===== src/rtl/muldiv_unit.sv =====
`default_nettype none
// ============================================================================
//  Module      : muldiv_unit
//  Description : Iterative RV32M multiply/divide execute unit. Radix-2
//                shift-add multiply and restoring divide, one bit per cycle,
//                with a single sign-fixup cycle and a valid/ready result port.
//  Revision    : 1.0 - initial release
// ============================================================================
module muldiv_unit #(
    parameter int XLEN = 32,
    parameter int RAW  = 5
) (
    input  logic            clk,
    input  logic            reset,
    input  logic            in_valid,
    output logic            in_ready,
    input  logic [2:0]      op,
    input  logic [XLEN-1:0] rs1_val,
    input  logic [XLEN-1:0] rs2_val,
    input  logic [RAW-1:0]  rd_addr,
    input  logic            kill,
    output logic            out_valid,
    input  logic            out_ready,
    output logic [XLEN-1:0] result,
    output logic [RAW-1:0]  out_rd,
    output logic            out_wen
);

    localparam int CW = $clog2(XLEN);

    localparam logic [1:0] S_IDLE = 2'd0;
    localparam logic [1:0] S_CALC = 2'd1;
    localparam logic [1:0] S_FIX  = 2'd2;
    localparam logic [1:0] S_DONE = 2'd3;

    localparam logic [CW-1:0]   c_LAST    = CW'(XLEN - 1);
    localparam logic [XLEN-1:0] c_ONES    = '1;
    localparam logic [XLEN-1:0] c_INT_MIN = {1'b1, {(XLEN-1){1'b0}}};

    logic [1:0]      r_state;
    logic [1:0]      w_state_nxt;
    logic [2:0]      r_op;
    logic [RAW-1:0]  r_rd;
    logic [CW-1:0]   r_cnt;
    logic [XLEN-1:0] r_acc;      // product high half / partial remainder
    logic [XLEN-1:0] r_lo;       // multiplier then product low half / dividend then quotient
    logic [XLEN-1:0] r_opnd;     // multiplicand or divisor magnitude
    logic            r_neg;      // negate product or quotient in FIX
    logic            r_rem_neg;  // remainder takes the dividend's sign
    logic [XLEN-1:0] r_result;

    // Operand decode at issue
    logic            w_a_signed;
    logic            w_b_signed;
    logic            w_a_neg;
    logic            w_b_neg;
    logic [XLEN-1:0] w_a_mag;
    logic [XLEN-1:0] w_b_mag;
    logic            w_div_zero;
    logic            w_div_ovf;
    logic            w_special;
    logic [XLEN-1:0] w_special_res;
    logic            w_accept;

    assign w_a_signed = (op == 3'd1) || (op == 3'd2) || (op == 3'd4) || (op == 3'd6);
    assign w_b_signed = (op == 3'd1) || (op == 3'd4) || (op == 3'd6);
    assign w_a_neg    = w_a_signed && rs1_val[XLEN-1];
    assign w_b_neg    = w_b_signed && rs2_val[XLEN-1];
    assign w_a_mag    = w_a_neg ? (~rs1_val + 1'b1) : rs1_val;
    assign w_b_mag    = w_b_neg ? (~rs2_val + 1'b1) : rs2_val;

    // Divide-by-zero and signed overflow bypass the iterative datapath
    assign w_div_zero    = op[2] && (rs2_val == '0);
    assign w_div_ovf     = ((op == 3'd4) || (op == 3'd6)) &&
                           (rs1_val == c_INT_MIN) && (rs2_val == c_ONES);
    assign w_special     = w_div_zero || w_div_ovf;
    assign w_special_res = w_div_zero ? (op[1] ? rs1_val : c_ONES)
                                      : (op[1] ? '0 : c_INT_MIN);

    assign w_accept = in_valid && (r_state == S_IDLE) && !kill;

    // Iteration datapath
    logic [XLEN:0]   w_msum;
    logic [XLEN:0]   w_shift;
    logic [XLEN:0]   w_diff;
    logic            w_ge;

    assign w_msum  = {1'b0, r_acc} + (r_lo[0] ? {1'b0, r_opnd} : '0);
    assign w_shift = {r_acc, r_lo[XLEN-1]};
    assign w_diff  = w_shift - {1'b0, r_opnd};
    assign w_ge    = !w_diff[XLEN];

    // Sign fixup and result selection
    logic [2*XLEN-1:0] w_prod;
    logic [2*XLEN-1:0] w_prod_s;
    logic [XLEN-1:0]   w_quo_s;
    logic [XLEN-1:0]   w_rem_s;
    logic [XLEN-1:0]   w_fix_res;

    assign w_prod   = {r_acc, r_lo};
    assign w_prod_s = r_neg ? (~w_prod + 1'b1) : w_prod;
    assign w_quo_s  = r_neg ? (~r_lo + 1'b1) : r_lo;
    assign w_rem_s  = r_rem_neg ? (~r_acc + 1'b1) : r_acc;

    // Pick the architectural result for the latched funct3
    always_comb begin
        w_fix_res = '0;
        case (r_op)
            3'd0:                   w_fix_res = w_prod_s[XLEN-1:0];
            3'd1, 3'd2, 3'd3:       w_fix_res = w_prod_s[2*XLEN-1:XLEN];
            3'd4, 3'd5:             w_fix_res = w_quo_s;
            default:                w_fix_res = w_rem_s;
        endcase
    end

    // State register
    always_ff @(posedge clk or negedge reset) begin
        if (!reset) begin
            r_state <= S_IDLE;
        end else begin
            r_state <= w_state_nxt;
        end
    end

    // Next-state logic; kill overrides everything
    always_comb begin
        w_state_nxt = r_state;
        if (kill) begin
            w_state_nxt = S_IDLE;
        end else begin
            case (r_state)
                S_IDLE: if (in_valid) w_state_nxt = w_special ? S_DONE : S_CALC;
                S_CALC: if (r_cnt == c_LAST) w_state_nxt = S_FIX;
                S_FIX:  w_state_nxt = S_DONE;
                S_DONE: if (out_ready) w_state_nxt = S_IDLE;
                default: w_state_nxt = S_IDLE;
            endcase
        end
    end

    // Handshake outputs decoded from state
    always_comb begin
        in_ready  = (r_state == S_IDLE);
        out_valid = (r_state == S_DONE);
        out_wen   = (r_state == S_DONE) && (r_rd != '0);
    end

    assign result = r_result;
    assign out_rd = r_rd;

    // Operand capture, per-cycle multiply/divide step and result fixup
    always_ff @(posedge clk or negedge reset) begin
        if (!reset) begin
            r_op      <= '0;
            r_rd      <= '0;
            r_cnt     <= '0;
            r_acc     <= '0;
            r_lo      <= '0;
            r_opnd    <= '0;
            r_neg     <= 1'b0;
            r_rem_neg <= 1'b0;
            r_result  <= '0;
        end else if (kill) begin
            r_cnt <= '0;
        end else begin
            case (r_state)
                S_IDLE: begin
                    if (w_accept) begin
                        r_op      <= op;
                        r_rd      <= rd_addr;
                        r_cnt     <= '0;
                        r_acc     <= '0;
                        r_neg     <= w_a_neg ^ w_b_neg;
                        r_rem_neg <= w_a_neg;
                        // Multiply walks the multiplier in r_lo; divide shifts the dividend out of it
                        r_lo      <= op[2] ? w_a_mag : w_b_mag;
                        r_opnd    <= op[2] ? w_b_mag : w_a_mag;
                        if (w_special) begin
                            r_result <= w_special_res;
                        end
                    end
                end
                S_CALC: begin
                    r_cnt <= r_cnt + 1'b1;
                    if (r_op[2]) begin
                        r_acc <= w_ge ? w_diff[XLEN-1:0] : w_shift[XLEN-1:0];
                        r_lo  <= {r_lo[XLEN-2:0], w_ge};
                    end else begin
                        r_acc <= w_msum[XLEN:1];
                        r_lo  <= {w_msum[0], r_lo[XLEN-1:1]};
                    end
                end
                S_FIX: begin
                    r_result <= w_fix_res;
                end
                default: begin
                end
            endcase
        end
    end

endmodule
`default_nettype wire


===== config.mk =====
export PLATFORM = sky130hd
export DESIGN_NAME = muldiv_unit
export DESIGN_NICKNAME = d
export VERILOG_FILES = /design/src/rtl/muldiv_unit.sv
export SDC_FILE = /design/constraint.sdc
export NUM_CORES = 1
export LEC_CHECK = 0
export ABC_AREA = 1
export CAP_MARGIN = 20
export CORE_AREA = 2 2 222 224
export CTS_CLUSTER_SIZE = 40
export DETAILED_ROUTE_END_ITERATION = 6
export DIE_AREA = 0 0 224 226
export PLACE_DENSITY_LB_ADDON = 0.1
export SLEW_MARGIN = 25
export SYNTH_ARGS = -nofsm -noshare
export SYNTH_HDL_FRONTEND = slang
export SYNTH_SLANG_ARGS = --single-unit

===== constraint.sdc =====
create_clock -name clk -period 4.2 [get_ports clk]
set_clock_uncertainty 0.1 [all_clocks]
set_input_delay 0.63 -clock clk [delete_from_list [all_inputs] [get_ports clk]]
set_output_delay 0.63 -clock clk [all_outputs]
set_load 0.005 [all_outputs]

==> results.md, run 1 <==
* Slew Viols, Final at 0
* Setup crit end kind: register
* Count of final hold-check violations at 0
* Gate power share at 0.756
* CORE AREA at 48300 µm²
* Effective utilization at floorplan at 0.395
* CTS Buf Count at 17
* Final setup viols at 0
* Finished Layout Cells at 4250
* Kind of critical path: reg2reg
* Startpoint Class: register
* First-pass GRT wire length at 141 mm
* Routed wire length at 97.1 mm
* Sequential area share after synthesis at 0.190
* Main synth FF type: dfrtp_1
* Synth Register Bits at 145
* Final setup margin at 0.473 ns
* Die height at 226 µm
* Buffer and inverter count on the worst path at 2
* Int Power at 7.55 mW
* DRC viols at 0
* Die X at 224 µm
* Resized cells post-CTS at 0
* CTS H-tree lvls at 4
* PortBufs at 116
* Count leader, synth: nand2_1
* Clock transition at the registers of the reported paths at 0.07 ns
* Antenna viol nets, final at 0
* Via density at 5.60
* Drt initial violations at 2662
* Fillers at 5416
* Clk Latency, worst-skew pair at 0.46 ns
* Ant. Diodes at 0
* Worst Hold Slack at 0.0944 ns
* Total grt overflow at 0
* Slew @ Worst Pin at 1.05 ns
* Routed WL per cell at 22.9 µm
* Layout net count at 3769
* Syn Nets at 3696
* CP arrival at 3.97 ns
* Post-synth top cells: 1291 x nand2_1, 533 x inv_1, 410 x nor2_1
* PD cells at 921 nW/µm²
* Synth area leader: nand2_1
* Mapped Avg Cell Area at 5.39 µm²
* Max FO, Critical Path at 33
* Fraction of layout cells with a size suffix above 1 at 0.0361
* IO Pins at 117
* Sw Share at 0.620
* Final min period at 3.73 ns
* CP required at 4.45 ns
* Post-DP HPWL at 79.8 mm
* Largest net degree at the start of global routing at 102
* CTS Root Cell: clkbuf_16
* TritonRoute pass-1 iters at 6
* Sequential share of power at 0.155
* Area share of the largest cell type after synthesis at 0.254
* Post-Syn Area at 19100 µm²
* Synth warnings at 0
* Std-Cell Rows at 81
* Status: finished, final reports clean
* Synth top area cells: nand2_1 25%, dfrtp_1 19%, inv_1 10%
* Slowest CP cell: fa_1
* Post-synth ARST share at 1.00
* CP peak stage delay at 0.60 ns
* Worst hold path type: in2async
* CTS max path bufs at 2
* Die Area at 50600 µm²
* Sw Pwr at 12.3 mW
* Cells after synthesis at 3542
* Post-placement worst setup slack at 0.621 ns
* Hold_buf cts at 0
* Clock power frac at 0.089
* Most frequent CP cell: nand2_1
* RSZ-0062 raised after global routing: no
* Placed instance count at 4218
* Critical-path cell list: clkinv_1 > fa_1 > inv_1 > nand2_1 > nand2_1 > nand3_1 > nand2_1 > nand2_1 > nand2_1 > nand2_1 > nand2_1 > nand2_1 > nand2_2 > nand2_1 > nand2_1 > nand2_1 > nand2_1 > nand2_1
* Max-cap violations at 0
* Family with the most delay on the worst path: simple AND/OR/NAND/NOR gates
* Gpl congestion at 1.04
* Yosys cell types at 49
* Setup bufs post-CTS at 0
* Sum Neg Setup Slack at 0 ns
* Relative slew slack at 0.303
* Final worst-path cycle share at 0.887
* CTS tree: yes
* Max rail drop VDD at 0.475 mV
* Gr usage total at 0.380
* Post-synth EDFFs at 0
* P_leak at 11.6 nW
* Initial antenna violation count at 1
* Vias in the first global route at 22.1k
* Via Count at 23.8k
* CTS Sinks at 145
* Max Freq at 268 MHz
* Area growth syn-to-layout at 13.0%
-- registers in the layout (all words and copies together), names as in the netlist, 2 cells and up --
name,count
result,32
out_rd,5
r_opnd,32
r_cnt,5
r_op,3
r_state,2
r_lo,32
r_acc,32
-- layout make-up --
type,count,area (µm²),share of cell area
Tap cell,622,778,0.0361
Inverter,542,2030,0.0943
Clock inverter,15,231,0.0107
Clock buffer,17,425,0.0197
Multi-Input combinational cell,2744,13000,0.600
Sequential cell,145,3630,0.168
Timing Repair Buffer,165,1530,0.0709
-- power by group through the flow --
stage,combinational [mW],sequential [mW],clock [mW]
after floorplan,9.56,2.60,0
after global placement,14.5,3.06,0
after detailed placement,14.5,3.05,0
after CTS,14.6,3.04,1.78
after global routing,16.3,3.12,1.84
final,15.0,3.09,1.77
-- layout by cell type, fill, tap and decap left out, types with 4 or more instances in the layout --
| cell type | instances |
|---|---|
| clkdlybuf4s50_1 | 115 |
| dfrtp_1 | 143 |
| clkinvlp_4 | 4 |
| xor2_1 | 62 |
| ha_1 | 75 |
| a22oi_1 | 6 |
| nand2_2 | 6 |
| nand4_1 | 52 |
| o221ai_1 | 14 |
| nor2_2 | 14 |
| bufinv_16 | 5 |
| nand3_1 | 347 |
| a21oi_1 | 125 |
| and2_1 | 8 |
| o21bai_1 | 8 |
| o21ai_1 | 10 |
| o211ai_1 | 29 |
| nor3_1 | 27 |
| o21ai_0 | 174 |
| inv_2 | 6 |
| nand2_1 | 1290 |
| o21a_1 | 5 |
| nor2_4 | 6 |
| a31oi_1 | 11 |
| inv_1 | 533 |
| buf_4 | 49 |
| nor2_1 | 408 |
| clkbuf_16 | 17 |
| xnor2_1 | 15 |
| or2_2 | 6 |
| nand3b_1 | 19 |
-- final timing paths --
path | to | startpoint | cells after the start | slack [ns]
max in group asynchronous | result[18] | reset | 2 | 2.94
hold reg to reg | result[14] | result[14] | 2 | 0.38
setup reg to reg | r_acc[30] | r_acc[0] | 18 | 0.47
hold / removal | out_rd[1] | reset | 1 | 0.09
setup / recovery | r_acc[30] | r_acc[0] | 18 | 0.47
min in group clk | result[14] | result[14] | 2 | 0.38
-- cell families after synthesis --
family / Yosys count / share of synthesized area
multiplexers: 1 / 0.000524
AO/OA/AOI/OAI: 397 / 0.116
XOR/XNOR: 77 / 0.0353
flip-flops: 145 / 0.190
adder cells (fa/ha/maj): 77 / 0.0512
AND/OR/NAND/NOR: 2192 / 0.475
buffers and inverters: 653 / 0.132
-- metrics by stage --
stage	utilization	instance area (µm²)	total power, mW
2_1_floorplan	-	19100	12.2
3_3_place_gp	0.433	20900	17.5
3_5_place_dp	0.433	20900	17.5
4_1_cts	0.446	21600	19.4
5_1_grt	0.446	21600	21.3
6_report	0.446	21600	19.9
-- metal layers --
layer,global-route usage,share of wire,wire length [µm]
met5,0,0.00012,12
met4,0.172,0.050,4900
met3,0.0851,0.10,9830
met2,0.597,0.43,41900
met1,0.499,0.42,40400
(Power assumes the default switching activity.)
==> run 2, diff against run 1 <==
--- a/config.mk
+++ b/config.mk
@@ -6,11 +6,11 @@
 export NUM_CORES = 1
 export LEC_CHECK = 0
 export ABC_AREA = 1
-export CAP_MARGIN = 20
 export CORE_AREA = 2 2 222 224
 export CTS_CLUSTER_SIZE = 40
 export DETAILED_ROUTE_END_ITERATION = 6
 export DIE_AREA = 0 0 224 226
+export DONT_BUFFER_PORTS = 1
 export PLACE_DENSITY_LB_ADDON = 0.1
 export SLEW_MARGIN = 25
 export SYNTH_ARGS = -nofsm -noshare
==> run 2 against run 1 <==
Net effect: the run now ends with hold timing left; combinational power is 4% lower; utilization is 2.6 points lower; sequential cell count stayed put; register-to-register slack better by 0.17 ns; critical path type unchanged; wire length is 2.5% lower; hold slack worse by 0.16 ns; sequential share of layout area is 1.0 points higher; highest routed layer is now met4; sequential power hardly changed; maximum frequency is 4.9% higher; non-clock buffer count is 125 lower; via count is 2.6% lower.
==> results.md, run 2 (synthesized netlist as in run 1, its figures left out) <==
* CP required at 4.47 ns (was 4.45 ns)
* Most frequent CP cell: nand2_1 (unchanged)
* Std-Cell Rows at 81 (unchanged)
* TritonRoute pass-1 iters at 6 (unchanged)
* Setup crit end kind: register (unchanged)
* Critical path origin: r_lo[0] (was r_acc[0])
* IO Pins at 117 (unchanged)
* Final instance area at 20300 µm² (was 21600 µm²)
* Final worst-path cycle share at 0.846 (was 0.887)
* Largest net degree at the start of global routing at 146 (was 102)
* Die X at 224 µm (unchanged)
* Die Area at 50600 µm² (unchanged)
* Routed wire length at 94.7 mm (was 97.1 mm)
* R2R setup slack at 0.65 ns (was 0.47 ns)
* Int Power at 6.97 mW (was 7.55 mW)
* CTS Sinks at 145 (unchanged)
* Commonest non-fill, non-tap cell in the layout: nand2_1 (unchanged)
* Effective utilization at floorplan at 0.395 (unchanged)
* Kind of critical path: reg2reg (unchanged)
* Worst-case reg-to-reg path depth at 18 (unchanged)
* CTS Buf Count at 17 (unchanged)
* Placed instance count at 4092 (was 4218)
* Drt initial violations at 2545 (was 2662)
* Area growth syn-to-layout at 6.47% (was 13.0%)
* Family with the most delay on the worst path: simple AND/OR/NAND/NOR gates (unchanged)
* Failing checks: hold timing
* Post-DP HPWL at 76.8 mm (was 79.8 mm)
* Antenna viol nets, final at 0 (unchanged)
* P_leak at 11.1 nW (was 11.6 nW)
* CP peak stage delay at 0.71 ns (was 0.60 ns)
* Slowest CP cell: dfrtp_1 (was fa_1)
* Sw Share at 0.636 (was 0.620)
* Clk Latency, worst-skew pair at 0.49 ns (was 0.46 ns)
* Final setup viols at 0 (unchanged)
* Total grt overflow at 0 (unchanged)
* CTS max path bufs at 2 (unchanged)
* Slew @ Worst Pin at 1.05 ns (about the same)
* R2r endpoint: r_acc[21] (was r_acc[30])
* Initial antenna violation count at 0 (was 1)
* Max-cap violations at 0 (unchanged)
* Setup bufs post-CTS at 0 (unchanged)
* PD cells at 942 nW/µm² (was 921 nW/µm²)
* CP arrival at 3.82 ns (was 3.97 ns)
* DRC viols at 0 (unchanged)
* Count of final hold-check violations at 5 (was 0)
* Slew Viols, Final at 0 (unchanged)
* Ant. Diodes at 0 (unchanged)
* CORE AREA at 48300 µm² (unchanged)
* Gpl congestion at 1.07 (was 1.04)
* Gate power share at 0.751 (was 0.756)
* Buffer and inverter count on the worst path at 4 (was 2)
* Critical Path Stages at 18 (unchanged)
* Sequential share of power at 0.162 (was 0.155)
* Critical-path cell list: buf_4 > nand2_1 > fa_1 > inv_1 > buf_4 > nand3_1 > nand3_1 > nand2_1 > nand2_1 > nand2_1 > nand2_1 > nand2_1 > nand3_1 > nand3_1 > nand2_1 > inv_1 > nand2_1 > nand2_1 (was clkinv_1 > fa_1 > inv_1 > nand2_1 > nand2_1 > nand3_1 > nand2_1 > nand2_1 > nand2_1 > nand2_1 > nand2_1 > nand2_1 > nand2_2 > nand2_1 > nand2_1 > nand2_1 > nand2_1 > nand2_1)
* Placed cell areas at 19700 µm² (was 20900 µm²)
* Routed WL per cell at 23.0 µm (was 22.9 µm)
* Gr usage total at 0.371 (was 0.380)
* Max FO, Critical Path at 19 (was 33)
* First-pass GRT wire length at 138 mm (was 141 mm)
* Status: complete, but fails checks (was finished, final reports clean)
* Clock transition at the registers of the reported paths at 0.08 ns (was 0.07 ns)
* Final min period at 3.55 ns (was 3.73 ns)
* Die height at 226 µm (unchanged)
* R2R Path Start: r_lo[0] (was r_acc[0])
* PortBufs at 0 (was 116)
* Relative slew slack at 0.300 (was 0.303)
* Max Freq at 281 MHz (was 268 MHz)
* Fraction of layout cells with a size suffix above 1 at 0.0345 (was 0.0361)
* CTS tree: yes (unchanged)
* Via Count at 23.2k (was 23.8k)
* Clock power frac at 0.086 (was 0.089)
* Max rail drop VDD at 0.435 mV (was 0.475 mV)
* Vias in the first global route at 21.4k (was 22.1k)
* Most frequent cells in the layout: 1290 x nand2_1, 533 x inv_1, 408 x nor2_1 (unchanged)
* Sum Neg Setup Slack at 0 ns (unchanged)
* Startpoint Class: register (unchanged)
* Layout net count at 3644 (was 3769)
* CTS Root Cell: clkbuf_16 (unchanged)
* CTS H-tree lvls at 4 (unchanged)
* Via density at 5.61 (was 5.60)
* RSZ-0062 raised after global routing: no (unchanged)
* Finished Layout Cells at 4125 (was 4250)
* Worst hold path type: in2async (unchanged)
* Sw Pwr at 12.2 mW (was 12.3 mW)
* Worst Hold Slack at -0.0652 ns (was 0.0944 ns)
* Worst Setup EP: r_acc[21] (was r_acc[30])
## run 2: cell count changes in the layout (fill, tap and decap cells not counted), sizes merged
cell and delta:
clkinvlp -3, clkinv +4, buf -10, bufinv -4, inv +3, clkdlybuf4s50 -115
## run 2: how the worst min path moves through the flow
stage | from | endpoint | slack [ns]
5_1_grt | reset | out_rd[2] | 0.12
6_report | reset | out_rd[1] | -0.07
3_5_place_dp | reset | out_rd[1] | 0.25
4_1_cts | reset | out_rd[1] | 0.09
3_3_place_gp | reset | out_rd[1] | 0.25
2_1_floorplan | reset | out_rd[0] | 0.23
## run 2: cell type report
cell class                 count  area [µm²]
fill                        5528       28000
multi-input combinational   2744       13000
sequential                   145        3630
inverter                     542        2030
tap                          622         778
clock buffer                  17         425
timing repair buffer          40         320
clock inverter                15         191
## run 2: per-stage QoR
step           setup slack, ns  total power [mW]  hold slack [ns]   util
2_1_floorplan             1.48              12.2            0.234      -
4_1_cts                  0.739              18.7           0.0865  0.421
3_5_place_dp             0.697              17.0            0.249  0.407
6_report                 0.647              19.2          -0.0652  0.421
3_3_place_gp             0.733              17.0            0.248  0.407
5_1_grt                  0.398              20.6            0.117  0.421
## run 2: what timing repair did
action                                 4_1_cts  5_1_grt
gates resized for setup                      0        0
hold buffers                                 1        0
endpoints found under the hold margin      145        0
## run 2: power groups by stage
stage	Sequential (mW)	Clock [mW]	Combinational [mW]
floorplan	2.60	0	9.56
global placement	3.07	0	13.9
finish	3.11	1.66	14.4
detailed placement	3.09	0	13.9
global route	3.15	1.71	15.8
CTS	3.07	1.68	14.0
## run 2: metal layers
layer | GRT usage | vias up | wire, µm
met2 | 0.574 | 1144 | 40400
li1 | - | 11000 | -
met5 | 0 | - | 0
met4 | 0.181 | 0 | 5020
met1 | 0.488 | 10800 | 40300
met3 | 0.0853 | 199 | 9030
